## src/rtl/regfile_host_master_pkg.sv

```systemverilog
// Shared constants and types for the register-file host master:
// command opcodes, FSM state encoding and default widths.
package kgp_rf_pkg;

    localparam int ADDR_W_DEF = 5;
    localparam int DATA_W_DEF = 32;
    localparam int NUM_REGS   = 32;

    localparam logic [1:0] OP_READ  = 2'd0;
    localparam logic [1:0] OP_WRITE = 2'd1;
    localparam logic [1:0] OP_COPY  = 2'd2;
    localparam logic [1:0] OP_DUMP  = 2'd3;

    typedef enum logic [2:0] {
        S_IDLE,
        S_RD,
        S_WR,
        S_CP_RD,
        S_CP_WR,
        S_DMP_RD,
        S_RSP
    } state_t;

endpackage

```

## src/rtl/regfile_host_master_if.sv

```systemverilog
// Host-side command/response channels of the register-file host master.
// The master modport is the host link, the slave modport is the block itself.
interface regfile_host_master_if
    import kgp_rf_pkg::*;
#(
    parameter int ADDR_W = ADDR_W_DEF,
    parameter int DATA_W = DATA_W_DEF
);

    logic              cmd_valid;
    logic              cmd_ready;
    logic [1:0]        cmd_op;
    logic [ADDR_W-1:0] cmd_addr;
    logic [ADDR_W-1:0] cmd_addr2;
    logic [DATA_W-1:0] cmd_wdata;

    logic              rsp_valid;
    logic              rsp_ready;
    logic [DATA_W-1:0] rsp_data;
    logic [ADDR_W-1:0] rsp_addr;
    logic              rsp_last;
    logic              rsp_err;

    modport master (
        output cmd_valid, cmd_op, cmd_addr, cmd_addr2, cmd_wdata, rsp_ready,
        input  cmd_ready, rsp_valid, rsp_data, rsp_addr, rsp_last, rsp_err
    );

    modport slave (
        input  cmd_valid, cmd_op, cmd_addr, cmd_addr2, cmd_wdata, rsp_ready,
        output cmd_ready, rsp_valid, rsp_data, rsp_addr, rsp_last, rsp_err
    );

endinterface

```

## src/rtl/regfile_host_master_rsp_slice.sv

```systemverilog
// Response holding register: loads one beat and keeps it stable
// until the consumer takes it with a valid/ready handshake.
module rf_rsp_slice
    import kgp_rf_pkg::*;
#(
    parameter int ADDR_W = ADDR_W_DEF,
    parameter int DATA_W = DATA_W_DEF
) (
    input  logic              clk,
    input  logic              rst,
    input  logic              i_load,
    input  logic              i_ready,
    input  logic [DATA_W-1:0] i_data,
    input  logic [ADDR_W-1:0] i_addr,
    input  logic              i_last,
    input  logic              i_err,
    output logic              o_valid,
    output logic [DATA_W-1:0] o_data,
    output logic [ADDR_W-1:0] o_addr,
    output logic              o_last,
    output logic              o_err
);

    logic              r_valid;
    logic [DATA_W-1:0] r_data;
    logic [ADDR_W-1:0] r_addr;
    logic              r_last;
    logic              r_err;

    // Payload only changes on a load, so it stays put while stalled.
    always_ff @(posedge clk) begin
        if (rst) begin
            r_valid <= 1'b0;
            r_data  <= '0;
            r_addr  <= '0;
            r_last  <= 1'b0;
            r_err   <= 1'b0;
        end else if (i_load) begin
            r_valid <= 1'b1;
            r_data  <= i_data;
            r_addr  <= i_addr;
            r_last  <= i_last;
            r_err   <= i_err;
        end else if (r_valid && i_ready) begin
            r_valid <= 1'b0;
        end
    end

    assign o_valid = r_valid;
    assign o_data  = r_data;
    assign o_addr  = r_addr;
    assign o_last  = r_last;
    assign o_err   = r_err;

endmodule

```

## src/rtl/regfile_host_master.sv

```systemverilog
// Command-driven initiator owning the register file's read port 0 and write
// port on behalf of a host/debug link; busy steers the core/host port mux.
module regfile_host_master
    import kgp_rf_pkg::*;
#(
    parameter int ADDR_W       = ADDR_W_DEF,
    parameter int DATA_W       = DATA_W_DEF,
    parameter bit ZERO_PROTECT = 1'b0
) (
    input  logic                  clk,
    input  logic                  rst,
    regfile_host_master_if.slave  host,
    output logic                  busy,
    output logic [ADDR_W-1:0]     rf_raddr0,
    input  logic [DATA_W-1:0]     rf_rdata0,
    output logic [ADDR_W-1:0]     rf_waddr,
    output logic [DATA_W-1:0]     rf_wdata,
    output logic                  rf_wren
);

    localparam logic [ADDR_W-1:0] LAST_REG = ADDR_W'(NUM_REGS - 1);

    state_t            r_state;
    state_t            w_next;
    logic [1:0]        r_op;
    logic [ADDR_W-1:0] r_addr;
    logic [ADDR_W-1:0] r_raddr;
    logic [ADDR_W-1:0] r_waddr;
    logic [ADDR_W-1:0] r_cnt;
    logic [DATA_W-1:0] r_wdata;

    logic              w_accept;
    logic              w_rspValid;
    logic              w_rspFire;
    logic              w_lastBeat;
    logic              w_suppress;
    logic              w_load;
    logic [DATA_W-1:0] w_ldData;
    logic [ADDR_W-1:0] w_ldAddr;
    logic              w_ldLast;
    logic              w_ldErr;

    assign w_accept   = (r_state == S_IDLE) && host.cmd_valid;
    assign w_rspFire  = (r_state == S_RSP) && w_rspValid && host.rsp_ready;
    assign w_lastBeat = (r_cnt == LAST_REG);
    assign w_suppress = ZERO_PROTECT && (r_waddr == '0);

    always_ff @(posedge clk) begin
        if (rst) begin
            r_state <= S_IDLE;
        end else begin
            r_state <= w_next;
        end
    end

    // Every access state loads the response slice on its way into RSP.
    always_comb begin
        w_next   = r_state;
        w_load   = 1'b0;
        w_ldData = r_wdata;
        w_ldAddr = r_addr;
        w_ldLast = 1'b1;
        w_ldErr  = 1'b0;
        case (r_state)
            S_IDLE: begin
                if (host.cmd_valid) begin
                    case (host.cmd_op)
                        OP_READ:  w_next = S_RD;
                        OP_WRITE: w_next = S_WR;
                        OP_COPY:  w_next = S_CP_RD;
                        default:  w_next = S_DMP_RD;
                    endcase
                end
            end
            S_RD: begin
                w_load   = 1'b1;
                w_ldData = rf_rdata0;
                w_next   = S_RSP;
            end
            S_WR, S_CP_WR: begin
                w_load  = 1'b1;
                w_ldErr = w_suppress;
                w_next  = S_RSP;
            end
            S_CP_RD: begin
                w_next = S_CP_WR;
            end
            S_DMP_RD: begin
                w_load   = 1'b1;
                w_ldData = rf_rdata0;
                w_ldAddr = r_cnt;
                w_ldLast = w_lastBeat;
                w_next   = S_RSP;
            end
            S_RSP: begin
                if (w_rspValid && host.rsp_ready) begin
                    w_next = (r_op == OP_DUMP && !w_lastBeat) ? S_DMP_RD : S_IDLE;
                end
            end
            default: w_next = S_IDLE;
        endcase
    end

    // Read/write addresses are registered so they hold between accesses.
    always_ff @(posedge clk) begin
        if (rst) begin
            r_op    <= OP_READ;
            r_addr  <= '0;
            r_raddr <= '0;
            r_waddr <= '0;
            r_cnt   <= '0;
            r_wdata <= '0;
        end else begin
            if (w_accept) begin
                r_op   <= host.cmd_op;
                r_addr <= host.cmd_addr;
                case (host.cmd_op)
                    OP_READ:  r_raddr <= host.cmd_addr;
                    OP_WRITE: begin
                        r_waddr <= host.cmd_addr;
                        r_wdata <= host.cmd_wdata;
                    end
                    OP_COPY: begin
                        r_raddr <= host.cmd_addr2;
                        r_waddr <= host.cmd_addr;
                    end
                    default:  r_raddr <= r_cnt;
                endcase
            end
            if (r_state == S_CP_RD) begin
                r_wdata <= rf_rdata0;
            end
            if (w_rspFire && r_op == OP_DUMP) begin
                if (w_lastBeat) begin
                    r_cnt <= '0;
                end else begin
                    r_cnt   <= r_cnt + 1'b1;
                    r_raddr <= r_cnt + 1'b1;
                end
            end
        end
    end

    rf_rsp_slice #(
        .ADDR_W (ADDR_W),
        .DATA_W (DATA_W)
    ) u_rspSlice (
        .clk     (clk),
        .rst     (rst),
        .i_load  (w_load),
        .i_ready (host.rsp_ready),
        .i_data  (w_ldData),
        .i_addr  (w_ldAddr),
        .i_last  (w_ldLast),
        .i_err   (w_ldErr),
        .o_valid (w_rspValid),
        .o_data  (host.rsp_data),
        .o_addr  (host.rsp_addr),
        .o_last  (host.rsp_last),
        .o_err   (host.rsp_err)
    );

    assign host.rsp_valid = w_rspValid;
    assign host.cmd_ready = (r_state == S_IDLE);
    assign busy           = (r_state != S_IDLE);
    assign rf_raddr0      = r_raddr;
    assign rf_waddr       = r_waddr;
    assign rf_wdata       = r_wdata;
    assign rf_wren        = !rst && !w_suppress && (r_state == S_WR || r_state == S_CP_WR);

endmodule

```

## src/flat_wrapper.sv

```systemverilog
// flat-port wrapper written by rule: the top's interface ports become plain ports
module regfile_host_master_flat import kgp_rf_pkg::*;
#(
    parameter int ADDR_W       = ADDR_W_DEF,
    parameter int DATA_W       = DATA_W_DEF,
    parameter bit ZERO_PROTECT = 1'b0
)
  (clk, rst, busy, rf_raddr0, rf_rdata0, rf_waddr, rf_wdata, rf_wren, host_cmd_valid, host_cmd_op, host_cmd_addr, host_cmd_addr2, host_cmd_wdata, host_rsp_ready, host_cmd_ready, host_rsp_valid, host_rsp_data, host_rsp_addr, host_rsp_last, host_rsp_err);
  regfile_host_master_if #(.ADDR_W(ADDR_W), .DATA_W(DATA_W)) host_i ();
  input  logic clk;
  input  logic rst;
  output logic busy;
  output logic [ADDR_W-1:0] rf_raddr0;
  input  logic [DATA_W-1:0] rf_rdata0;
  output logic [ADDR_W-1:0] rf_waddr;
  output logic [DATA_W-1:0] rf_wdata;
  output logic rf_wren;
  input wire logic [$bits(host_i.cmd_valid)-1:0] host_cmd_valid;
  input wire logic [$bits(host_i.cmd_op)-1:0] host_cmd_op;
  input wire logic [$bits(host_i.cmd_addr)-1:0] host_cmd_addr;
  input wire logic [$bits(host_i.cmd_addr2)-1:0] host_cmd_addr2;
  input wire logic [$bits(host_i.cmd_wdata)-1:0] host_cmd_wdata;
  input wire logic [$bits(host_i.rsp_ready)-1:0] host_rsp_ready;
  output wire logic [$bits(host_i.cmd_ready)-1:0] host_cmd_ready;
  output wire logic [$bits(host_i.rsp_valid)-1:0] host_rsp_valid;
  output wire logic [$bits(host_i.rsp_data)-1:0] host_rsp_data;
  output wire logic [$bits(host_i.rsp_addr)-1:0] host_rsp_addr;
  output wire logic [$bits(host_i.rsp_last)-1:0] host_rsp_last;
  output wire logic [$bits(host_i.rsp_err)-1:0] host_rsp_err;
  assign host_i.cmd_valid = host_cmd_valid;
  assign host_i.cmd_op = host_cmd_op;
  assign host_i.cmd_addr = host_cmd_addr;
  assign host_i.cmd_addr2 = host_cmd_addr2;
  assign host_i.cmd_wdata = host_cmd_wdata;
  assign host_i.rsp_ready = host_rsp_ready;
  assign host_cmd_ready = host_i.cmd_ready;
  assign host_rsp_valid = host_i.rsp_valid;
  assign host_rsp_data = host_i.rsp_data;
  assign host_rsp_addr = host_i.rsp_addr;
  assign host_rsp_last = host_i.rsp_last;
  assign host_rsp_err = host_i.rsp_err;
  regfile_host_master #(.ADDR_W(ADDR_W), .DATA_W(DATA_W), .ZERO_PROTECT(ZERO_PROTECT)) u_core (.clk(clk), .rst(rst), .host(host_i), .busy(busy), .rf_raddr0(rf_raddr0), .rf_rdata0(rf_rdata0), .rf_waddr(rf_waddr), .rf_wdata(rf_wdata), .rf_wren(rf_wren));
endmodule
```

## config.mk

```make
export PLATFORM = sky130hd
export DESIGN_NAME = regfile_host_master_flat
export DESIGN_NICKNAME = d
export VERILOG_FILES = /design/src/rtl/regfile_host_master_pkg.sv /design/src/rtl/regfile_host_master_if.sv /design/src/rtl/regfile_host_master_rsp_slice.sv /design/src/rtl/regfile_host_master.sv /design/src/flat_wrapper.sv
export SDC_FILE = /design/constraint.sdc
export NUM_CORES = 1
export LEC_CHECK = 0
export ABC_AREA = 1
export CAP_MARGIN = 20
export CORE_ASPECT_RATIO = 1.75
export CORE_UTILIZATION = 47
export CTS_CLUSTER_DIAMETER = 40
export DETAILED_ROUTE_END_ITERATION = 6
export HOLD_SLACK_MARGIN = 0.03
export MAX_ROUTING_LAYER = met4
export PLACE_DENSITY = 0.88
export RECOVER_POWER = 100
export SLEW_MARGIN = 20
export SYNTH_ARGS = -nofsm -noshare
export SYNTH_HDL_FRONTEND = slang
export SYNTH_SLANG_ARGS = --single-unit
export TNS_END_PERCENT = 1
```

## constraint.sdc

```tcl
create_clock -name clk -period 2.4 [get_ports clk]
set_clock_uncertainty 0.05 [all_clocks]
set_input_delay 0.24 -clock clk [delete_from_list [all_inputs] [get_ports clk]]
set_output_delay 0.24 -clock clk [all_outputs]
set_load 0.02 [all_outputs]
```

==> summary.md <==
| Metric | Value |
|---|---|
| Initial core utilization | between 40% and 50% |
| Worst-path clk slew | about 0.07 ns |
| Worst hold slack | 0.4258 ns |
| Most frequent cells in the layout | nand2_1, o21ai_0, dfxtp_1 |
| GR Util All Layers | roughly 30% |
| Minimum clock period | ~2.2 ns |
| Syn nets | between 700 and 800 |
| Relative slew slack | 10.94% |
| Mapped cell area | approximately 4400 µm² |
| Status | complete, no violations |
| Final Wtd Congestion | 0.9312 |
| GRT overflow | 0 |
| Port Buffers | 163 |
| Endpoints failing hold | 0 |
| Synthesized area per cell | just under 7 µm² |
| Crit Path Class | reg2out |
| Share of cells above drive strength 1 | around 4.7% |
| Commonest non-fill, non-tap cell in the layout | nand2_1 |
| Synth top area share | between 40% and 50% |
| Die area | a little under 10,000 µm² |
| Largest net degree at the start of global routing | just over 80 |
| Vias per cell | between 5 and 6 |
| NetSw | 0.003040 W |
| Clock Root Buffer | clkbuf_16 |
| First-pass GRT wire length | between 20,000 and 25,000 µm |
| Setup WS pre-CTS | between 0.3 and 0.4 ns |
| Post-Synthesis Cells | around 640 |
| Max_cap viols | 0 |
| WL/cell | between 15 and 20 µm |
| Pre-Repair DR Iteration Count | 5 |
| Sequential power share | 33.4% |
| Final setup violation count | 0 |
| Unrepaired setup endpoints after global routing | false |
| Post-route DRC | 0 |
| VDD IR-drop max | roughly 0.96 mV |
| Antenna-violating nets left | 0 |
| TritonCTS clock tree | built |
| Fin. max-slew vios | 0 |
| Die Wd | 75.49 µm |
| CTS sink cnt | 96 |
| Leak | around 2.9 nW |
| Worst-margin pin slew | 1.336 ns |
| Resize count post-CTS | 0 |
| Die Ht | between 100 and 150 µm |
| Core area | 9094 µm² |
| Worst EP arrival | ~1.9 ns |
| Post-Route WL | between 10,000 and 15,000 µm |
| Vias in the first global route | 4,833 |
| Top cells by area, synth | dfxtp_1, o21ai_0, nand2_1 |
| Postcts setup bufs | 0 |
| Worst Hold Class | reg2reg |
| CTS H-tree lvls | 3 |
| Antenna diode count | 0 |
| Num CTS Buffers | 9 |
| Nature of the critical path startpoint | flip-flop |
| Clk_lat worst skew | 0.35 ns |
| Initial DRC count | approximately 350 |
| CTS Hold Bufs | 0 |
| Comb power frac | 46.8% |
| Layout net count | 873 |
| Dpl cell area | approximately 6100 µm² |
| Worst Path Max Fanout | 5 |
| Seq/Total Area, Yosys | a little over two fifths |
| Worst setup EP type | output pin |
| Area growth, synth to finish | 44.93% |
| Setup TNS | 0 ns |
| Via count | around 5,000 |
| Synth warn | 0 |
| PD cells | 1139 nW/µm² |
| WP data required | about 2.1 ns |
| Fmax | 454.2 MHz |
| Fin util | between 70% and 80% |
| Final setup margin | 0.1981 ns |
| Initial antenna violation count | 0 |
| Area leader, netlist | dfxtp_1 |
| DP HPWL | between 10,000 and 15,000 µm |
| Clk buf depth | 2 |
| Ports | approximately 170 |
| Finished Cell Area | ~6400 µm² |
| Clock Power Share | between 15 and 20% |
| Period utilization | between 90% and 100% |
| Post-synth cell types | 28 |
| Register bit total from synthesis | 96 |
| Sw Ratio | approximately two fifths |
| FP Rows | 46 |
| Internal Power | 0.004290 W |
## state kept, by name, summed over array words and instances, names as in the netlist
name and flops:
u_core.u_rspSlice.o_addr 5, u_core.r_addr 5, u_core.r_state 3, u_core.rf_wdata 32
u_core.r_cnt 5, u_core.r_op 2, u_core.rf_waddr 5, u_core.rf_raddr0 5
u_core.u_rspSlice.o_data 32, u_core.u_rspSlice.o_last 1, u_core.u_rspSlice.o_valid 1
## per-layer routing
metal	wire, µm	global-route usage, %	vias to the layer above
met3	681	4.831	61
met5	0	-	-
met4	745	18.63	0
met2	7750	53.52	209
li1	-	-	2386
met1	5024	29.25	2353
## cell families after synthesis
kind of cell / share of synthesized area, %
buf+inv: 9.183
fa+ha+maj: 1.972
other cells: 0.08443
compound gates: 21.46
flops: 43.27
xor+xnor: 0.3944
simple gates: 23.63
## critical path, cell delays in order, from the launching register on
cell           delay (ns)
dfxtp_1              0.31
inv_1                0.20
nand3_1              0.16
a21oi_1              0.20
dlygate4sd3_1        0.70
## per-stage QoR
step                total power [W]  instances
finish                     0.007330        911
global route               0.007755        911
CTS                        0.007536        911
detailed placement         0.006079        895
global placement           0.005954        895
floorplan                  0.004463        641
## power groups by stage
stage	registers, W	logic [W]	clock network, W
CTS	0.00247	0.00361	0.00146
finish	0.00245	0.00343	0.00145
global placement	0.00247	0.00348	0
global route	0.00250	0.00373	0.00152
floorplan	0.00300	0.00146	0
detailed placement	0.00249	0.00359	0
## cell usage after synthesis, drive strengths merged
| cell type | count |
|---|---|
| nand2 | 155 |
| o21ai | 115 |
| dfxtp | 96 |
| nor2 | 75 |
| inv | 56 |
| a31oi | 38 |
| a21oi | 25 |
| clkbuf | 22 |
| nand3 | 22 |
| buf | 19 |
| ha | 7 |
| nand4 | 2 |
| nor3 | 2 |
| or2 | 2 |
| xor2 | 2 |
| conb | 1 |
| o211ai | 1 |
| o21a | 1 |
## final timing paths
kind | end | startpoint | slack [ns] | depth (start not counted)
setup / recovery | rf_wren | u_core.r_state[2] | 0.20 | 4
hold / removal | u_core.r_addr[4] | u_core.r_addr[4] | 0.43 | 2
setup reg to reg | u_core.u_rspSlice.o_addr[1] | u_core.r_state[1] | 0.35 | 6
hold reg to reg | u_core.r_addr[4] | u_core.r_addr[4] | 0.43 | 2
## layout make-up
| class | count | area (µm²) |
|---|---|---|
| fill | 772 | 2656 |
| multi-input combinational | 448 | 2112 |
| sequential | 96 | 1922 |
| timing repair buffer | 175 | 1744 |
| clock buffer | 11 | 242.7 |
| inverter | 56 | 210.2 |
| tap | 120 | 150.1 |
| clock inverter | 5 | 56.30 |
(Power assumes the default switching activity.)
